## config.mk

```make
export PLATFORM = sky130hd
export DESIGN_NAME = spart_rx_assembler
export DESIGN_NICKNAME = d
export VERILOG_FILES = /design/src/rtl/spart_pkg.sv /design/src/rtl/spart_word_fifo.sv /design/src/rtl/spart_rx_assembler.sv
export SDC_FILE = /design/constraint.sdc
export NUM_CORES = 1
export LEC_CHECK = 0
export ABC_AREA = 1
export CAP_MARGIN = 20
export CORE_ASPECT_RATIO = 1.1
export CORE_MARGIN = 2
export CORE_UTILIZATION = 50
export CTS_BUF_LIST = sky130_fd_sc_hd__clkbuf_8
export CTS_CLUSTER_DIAMETER = 120
export DETAILED_ROUTE_END_ITERATION = 7
export HOLD_SLACK_MARGIN = 0.1
export PLACE_DENSITY = 0.68
export SETUP_SLACK_MARGIN = 0.05
export SYNTH_ARGS = -nofsm -noshare
export SYNTH_HDL_FRONTEND = slang
export SYNTH_SLANG_ARGS = --single-unit
export TNS_END_PERCENT = 1
```

## constraint.sdc

```tcl
create_clock -name clk -period 3.7 [get_ports clk]
set_clock_uncertainty 0.1 [all_clocks]
set_input_delay 0.74 -clock clk [delete_from_list [all_inputs] [get_ports clk]]
set_output_delay 0.74 -clock clk [all_outputs]
set_load 0.005 [all_outputs]
```

## src/rtl/spart_pkg.sv

```systemverilog
// ---------------------------------------------------------------------------
// spart_pkg
// Shared constants and types for the SPART receive-side word path.
//   SPART_WORD_W   : width of an assembled word (16)
//   SPART_BYTE_W   : width of a received byte (8)
//   SPART_RX_DEPTH : default number of queued words
//   spart_word_t   : 16-bit word type
//   spart_byte_t   : 8-bit byte type
// ---------------------------------------------------------------------------
package spart_pkg;

  localparam int SPART_WORD_W   = 16;
  localparam int SPART_BYTE_W   = 8;
  localparam int SPART_RX_DEPTH = 4;

  typedef logic [SPART_WORD_W-1:0] spart_word_t;
  typedef logic [SPART_BYTE_W-1:0] spart_byte_t;

endpackage

```

## src/rtl/spart_word_fifo.sv

```systemverilog
// ---------------------------------------------------------------------------
// spart_word_fifo
// First-word-fall-through queue of 16-bit words.
//   clk, rst     : clock, asynchronous active-high reset
//   push_i       : write push_data_i (accepted when not full, or when a pop
//                  happens in the same cycle)
//   push_data_i  : word to write
//   pop_i        : drop the head word (ignored when empty)
//   head_o       : head word, 0 when empty (combinational, no extra stage)
//   full_o       : DEPTH words queued
//   empty_o      : no words queued
//   count_o      : number of queued words
// Handshake: push_i/pop_i are single-cycle requests sampled on the rising
// edge; a push is accepted when !full_o or a pop is accepted in the same
// cycle; a pop is accepted only when !empty_o.
// DEPTH must be a power of two >= 2 so the pointers wrap by overflow.
// ---------------------------------------------------------------------------
module spart_word_fifo
  import spart_pkg::*;
#(
  parameter int DEPTH = SPART_RX_DEPTH
) (
  input  logic                     clk,
  input  logic                     rst,
  input  logic                     push_i,
  input  spart_word_t              push_data_i,
  input  logic                     pop_i,
  output spart_word_t              head_o,
  output logic                     full_o,
  output logic                     empty_o,
  output logic [$clog2(DEPTH):0]   count_o
);

  localparam int AW = $clog2(DEPTH);
  localparam int CW = AW + 1;

  spart_word_t       mem_q [DEPTH];
  logic [AW-1:0]     wr_ptr_q, wr_ptr_d;
  logic [AW-1:0]     rd_ptr_q, rd_ptr_d;
  logic [CW-1:0]     count_q, count_d;
  logic              push_ok;
  logic              pop_ok;

  assign empty_o = (count_q == '0);
  assign full_o  = (count_q == CW'(DEPTH));
  assign count_o = count_q;

  // A pop in the same cycle frees the slot a full-queue push needs.
  assign pop_ok  = pop_i & ~empty_o;
  assign push_ok = push_i & (~full_o | pop_ok);

  always_comb begin
    wr_ptr_d = wr_ptr_q;
    rd_ptr_d = rd_ptr_q;
    count_d  = count_q;
    if (push_ok) wr_ptr_d = wr_ptr_q + AW'(1);
    if (pop_ok)  rd_ptr_d = rd_ptr_q + AW'(1);
    count_d = count_q + CW'(push_ok) - CW'(pop_ok);
  end

  always_ff @(posedge clk or posedge rst) begin
    if (rst) begin
      wr_ptr_q <= '0;
      rd_ptr_q <= '0;
      count_q  <= '0;
    end else begin
      wr_ptr_q <= wr_ptr_d;
      rd_ptr_q <= rd_ptr_d;
      count_q  <= count_d;
    end
  end

  // Storage needs no reset: contents are only visible through count_q.
  always_ff @(posedge clk) begin
    if (push_ok) mem_q[wr_ptr_q] <= push_data_i;
  end

  assign head_o = empty_o ? '0 : mem_q[rd_ptr_q];

endmodule

```

## src/rtl/spart_rx_assembler.sv

```systemverilog
// ---------------------------------------------------------------------------
// spart_rx_assembler
// Assembles received SPART bytes (low byte first) into 16-bit words and
// queues them for the processor's write-back select.
//   clk, rst    : clock, asynchronous active-high reset
//   rx_valid    : one-cycle strobe, rx_data holds a received byte
//   rx_data     : received byte
//   byte_mode   : 1 = each byte becomes {8'h00, byte}
//   rd_en       : pop the head word (ignored when data_valid = 0)
//   clr_ovf     : clear the sticky overflow flag
//   data        : head word, 16'h0000 when empty
//   data_valid  : queue not empty
//   half        : a low byte is pending (this is the assembly state)
//   count       : number of queued words
//   overflow    : sticky, a completed word was dropped on a full queue
// Handshake: rx_valid is a strobe with no back-pressure; a word completed
// while the queue is full and not being popped is dropped and flagged.
// ---------------------------------------------------------------------------
module spart_rx_assembler
  import spart_pkg::*;
#(
  parameter int DEPTH = SPART_RX_DEPTH
) (
  input  logic                   clk,
  input  logic                   rst,
  input  logic                   rx_valid,
  input  logic [7:0]             rx_data,
  input  logic                   byte_mode,
  input  logic                   rd_en,
  input  logic                   clr_ovf,
  output logic [15:0]            data,
  output logic                   data_valid,
  output logic                   half,
  output logic [$clog2(DEPTH):0] count,
  output logic                   overflow
);

  spart_byte_t pend_q, pend_d;
  logic        half_q, half_d;
  logic        ovf_q, ovf_d;

  logic        push;
  spart_word_t push_word;
  logic        pop;
  logic        fifo_full;
  logic        fifo_empty;
  logic        drop;

  // Word completion: byte mode always completes; word mode completes on
  // the second byte. Any pending low byte is discarded in byte mode.
  assign push      = rx_valid & (byte_mode | half_q);
  assign push_word = byte_mode ? {8'h00, rx_data} : {rx_data, pend_q};
  assign pop       = rd_en & ~fifo_empty;
  assign drop      = push & fifo_full & ~pop;

  always_comb begin
    half_d = half_q;
    pend_d = pend_q;
    if (rx_valid) begin
      if (byte_mode) begin
        half_d = 1'b0;
      end else if (!half_q) begin
        half_d = 1'b1;
        pend_d = rx_data;
      end else begin
        half_d = 1'b0;
      end
    end
  end

  // A new drop takes priority over a clear in the same cycle.
  always_comb begin
    ovf_d = ovf_q;
    if (drop)         ovf_d = 1'b1;
    else if (clr_ovf) ovf_d = 1'b0;
  end

  always_ff @(posedge clk or posedge rst) begin
    if (rst) begin
      pend_q <= '0;
      half_q <= 1'b0;
      ovf_q  <= 1'b0;
    end else begin
      pend_q <= pend_d;
      half_q <= half_d;
      ovf_q  <= ovf_d;
    end
  end

  spart_word_fifo #(.DEPTH(DEPTH)) u_fifo (
    .clk         (clk),
    .rst         (rst),
    .push_i      (push),
    .push_data_i (push_word),
    .pop_i       (pop),
    .head_o      (data),
    .full_o      (fifo_full),
    .empty_o     (fifo_empty),
    .count_o     (count)
  );

  assign data_valid = ~fifo_empty;
  assign half       = half_q;
  assign overflow   = ovf_q;

endmodule

```

[After elaboration in Yosys (flattened, before gate mapping)]
Memory sizes are Yosys's and may differ from the RTL's.
Index checks and enable logic that the tools add are counted.
W data, S select, Z words.
Storage, ports and cells
  register bits after elaboration: 17
  RAM bits: 64
  input bits: 14
  output and inout bits: 22
  logic and storage cells: 36
  memories kept: 1
Memory list
  u_fifo.mem_q: words 4, bits a word 16, rd ports 1, clocked after Yosys merged registers in 0, wr ports 1, line spart_word_fifo.sv:37  | spart_word_t mem_q [DEPTH];
Cells by class
  add/sub/neg operators: 4
  equality and inequality tests: 1
  mux-type cells: 8
  bitwise logic cells: 13
  reduce and logical (&&, ||, !) cells: 3
Operator list (count)
  $mux W16: 2
  $and A1 B1 Y1: 6
  $mux W1: 6
  $not A1 Y1: 5
  $add A2 B1 Y2 const B: 2
  $add A3 B1 Y3: 1
  $eq A3 B3 Y1 const B: 1
  $logic_not A3 Y1: 1
  $reduce_and A3 Y1: 1
  $sub A3 B1 Y3: 1
  $or A1 B1 Y1: 2
  $reduce_bool A2 Y1: 1

[Longest topological paths before layout]
  word-level depth: 8
  depth in mapped cells: 10
  mapped depth without buffers: 10

[By module]
Synthesis repeated with hierarchy kept, for this count alone.
Unflattened totals
  cells, all modules: 393
  area total of the unflattened synthesis: 3788.6 µm²
By module, submodules not included
  spart_word_fifo: times used 1, cells an instance 307, area each 3189.3 µm², sequential area each 2097.0 µm²
  spart_rx_assembler: times used 1, cells an instance 86, area each 599.3 µm², sequential area each 250.2 µm²

[Worst setup path before layout]
Ideal clock, no wire load.
  path type: input port to flip-flop
  start point: input byte_mode
  end point: memory u_fifo.mem_q[0][0] (netlist bit) (enable)
  library setup time: 0.389 ns
  data arrival time: 1.859 ns
  data required time: 3.211 ns
  slack: 1.353 ns
  cell stages on the path: 5
  path buffers: 1
  cell sequence: buf_6 -> nor2_8 -> nor2_4 -> nand2_1 -> nor2_1
On the way
  word-level cells in the longest chain between the ends: 5
RTL lines
  start: declaration: line spart_rx_assembler.sv:28  | input logic byte_mode,
  $or A1 B1 Y1: line spart_rx_assembler.sv:51  | assign push = rx_valid & (byte_mode | half_q);
  $and A1 B1 Y1: line spart_rx_assembler.sv:51
  $and A1 B1 Y1: line spart_word_fifo.sv:50  | assign push_ok = push_i & (~full_o | pop_ok);
  $mux W1: line spart_word_fifo.sv:75  | if (push_ok) mem_q[wr_ptr_q] <= push_data_i;
  $mux W1 (implied by the code): line spart_word_fifo.sv:75
  end: declaration: line spart_word_fifo.sv:37
No other way between the ends.

[Final worst setup path]
  start point: register u_fifo.rd_ptr_q[0]
  end point: output data[14]
On the way
  word-level cells in the longest chain between the ends: 2
RTL lines
  start: declaration: line spart_word_fifo.sv:39  | logic [AW-1:0] rd_ptr_q, rd_ptr_d;
  start signal: assignment: line spart_word_fifo.sv:68  | rd_ptr_q <= rd_ptr_d;
  $mem_v2 Z4 W16
  $mux W16: line spart_word_fifo.sv:78  | assign head_o = empty_o ? '0 : mem_q[rd_ptr_q];
  end: declaration: line spart_rx_assembler.sv:31  | output logic [15:0] data,
No other way between the ends.

==> out/qor.csv <==
metric;value;unit
vias per std cell;4.83;
core area;0.00739;sq mm
final worst path period need;3.13;ns
worst vdd ir;0.356;mV
Fin Setup TNS;0;ns
RSZ-0062 raised after global routing;false;
Leak;2.01;nW
Synth area leaders;edfxtp_1 51%, dfrtp_1 11%, inv_1 8.8%, nand2_1 8.6%, nand3_1 4.6%;
Setup crit end kind;output port;
initial cell density of the core;51.1;%
estimated wirelength of the detail-placed design;4520;um
critical path endpoint;data[14];
post-CTS setup buffer count;0;
biggest cell delay along the critical path;0.73;ns
commonest non-fill, non-tap cell in the layout;inv_1;
syn_area_per_cell;9.94;sq um
post-synthesis mux area share;0;%
syn_nets;401;
worst r2r dst;u_fifo.count_o[2];
hold violation count in the final report;0;
first-pass detailed-route iteration total;4;
CTS buffer count;9;
share of post-route cells with drive strength above 1;8.98;%
largest area contributor in the netlist;edfxtp_1;
Total GRT Usage;18.4;%
largest net degree at the start of global routing;34;
worst slew pin tran;0.709;ns
Mapped Cells;380;
vias in the first global route;2366;
CTS tree;yes;
maximum capacitance violations;0;
YS warnings;0;
Final setup viols;0;
remaining global-route overflow;0;
I/O pins;36;
Die Ht;95.2;um
cells along the critical path;inv_4, nand2_1, nand3_1, a21oi_1, clkdlybuf4s50_1;
worst relative slew slack;52.7;%
setup slack after layout;0.569;ns
Worst Reg-to-Reg Cells;10;
critical path class;reg -> out;
die width;86.9;um
most frequent cells in the layout;90 x inv_1, 87 x nand2_1, 64 x edfxtp_1, 35 x nand3_1, 35 x clkdlybuf4s50_1;
crit path max fanout;33;
fmax;319;MHz
Worst path depth;5;
final net count;439;
Worst path slowest cell;dfrtp_1;
status;complete, no violations;
routability cong.;0.740;
DRT antenna net count;0;
clk_lat worst skew;0.34;ns
Routed wire per std cell;13.4;um
Final Max Tran Viols;0;
clk slew on worst S/H paths;0.08;ns
crit path from;u_fifo.rd_ptr_q[0];
period utilization;84.6;%
CP bufs+invs;2;
hold crit path type;reg -> reg;
CTS Sinks;81;
initial antenna violation count;0;
initial DRC count;181;
vias;2463;
H-tree depth;3;
CP top delay family;buffers and inverters;
post-synth top area share;50.9;%
Seq/Total Area, Yosys;62.1;%
DIE AREA;0.00827;sq mm
synthesized flop and latch total;81;
PortBufs;35;
residual DRC count;0;
dpl ws;0.913;ns
post-synthesis adder-cell area fraction;2.52;%
Pwr Density;690;mW/mm^2
Simple-Gate Fraction of Synth Area;17.0;%
Worst Path Required;2.86;ns
post-synthesis compound-gate area fraction;5.30;%
CTS max path bufs;2;
startpoint class of the critical path;flip-flop;
Hold Buf Count CTS;0;
fillers;624;
setup slack, reg-to-reg;1.47;ns
Cell variety after synth;23;
first-pass GRT wire length;11300;um
total power;0.00302;W
number of antenna diodes;0;
post-CTS sizing;0;
clk root buf;clkbuf_8;
Arr. time, crit path;2.29;ns
Routed Wire Length;6820;um
Reg2Reg Launch Point;u_fifo.count_o[1];
post-synthesis xor/xnor area fraction;0.464;%
Syn Std Cell Area;0.00378;sq mm
largest family of logic cells by synthesized area;simple AND/OR/NAND/NOR gates;
Area growth syn-to-layout;15.7;%
Site Rows;33;
-- through the flow --
stage               util [%]  std cells  instance area, sq um  hold slack, ns
floorplan                  -        380                  3780           0.356
global placement        56.6        494                  4190           0.364
detailed placement      56.6        494                  4190           0.368
CTS                     59.2        510                  4370           0.386
global route            59.2        510                  4370           0.408
finish                  59.2        510                  4370           0.384
-- tightest hold or removal path, cell delays in order (launching register included) --
cell     delay (ns)
dfrtp_1        0.34
nand2_1        0.06
o21ai_2        0.05
-- cell families (layout without fill, tap and decap cells) --
| family | count (synthesis) | in the layout |
|---|---|---|
| fa+ha+maj | 7 | 7 |
| xor+xnor | 2 | 2 |
| compound gates | 34 | 34 |
| buf+inv | 107 | 150 |
| simple gates | 149 | 149 |
| flops | 81 | 81 |
-- Yosys cell counts --
library cell  count
nor2_2            1
inv_1            89
edfxtp_1         64
nor2_8            1
nor2_4            1
nand2_4           1
xnor2_1           1
nor2_1           21
nand2_2           2
inv_2             2
inv_4             1
buf_6             8
nand3_1          35
buf_4             1
o21ai_0           2
xor2_1            1
ha_1              6
buf_2             6
fa_1              1
nand2_1          87
a21oi_1          24
dfrtp_1          17
o21ai_2           8
-- report_power, final --
part / internal [W] / switching (W) / leakage [nW]
logic: 0.000561 / 0.000594 / 1.11
clock network: 0.000306 / 0.000294 / 0.102
registers: 0.00115 / 0.000114 / 0.797
-- routing by layer --
metal,track usage (%),routed length [um]
met1,23.2,2970
met2,31.4,3520
met3,2.34,273
met4,8.72,54
met5,0,0
-- area by class of cell --
| class | instances | area (sq um) | share of cell area [%] |
|---|---|---|---|
| Clock buffer | 9 | 124 | 2.83 |
| Timing Repair Buffer | 42 | 428 | 9.79 |
| Tap cell | 87 | 109 | 2.49 |
| Inverter | 92 | 348 | 7.96 |
| Multi-Input combinational cell | 192 | 955 | 21.8 |
| Sequential cell | 81 | 2350 | 53.7 |
| Clock inverter | 7 | 61.3 | 1.40 |
-- worst min-delay path by stage --
stage | start | end | slack [ns] | depth (start not counted)
floorplan | pend_q[1] | pend_q[1] | 0.36 | 2
global placement | pend_q[1] | pend_q[1] | 0.36 | 2
detailed placement | pend_q[4] | pend_q[4] | 0.37 | 2
CTS | pend_q[6] | pend_q[6] | 0.39 | 2
global route | pend_q[1] | pend_q[1] | 0.41 | 2
finish | pend_q[6] | pend_q[6] | 0.38 | 2
-- sequential cells by signal (all words and copies together), names as in the netlist --
register         count
u_fifo.mem_q        64
overflow             1
u_fifo.rd_ptr_q      2
pend_q               8
u_fifo.wr_ptr_q      2
u_fifo.count_o       3
half                 1
No activity file was read; power rests on OpenSTA's default activity.
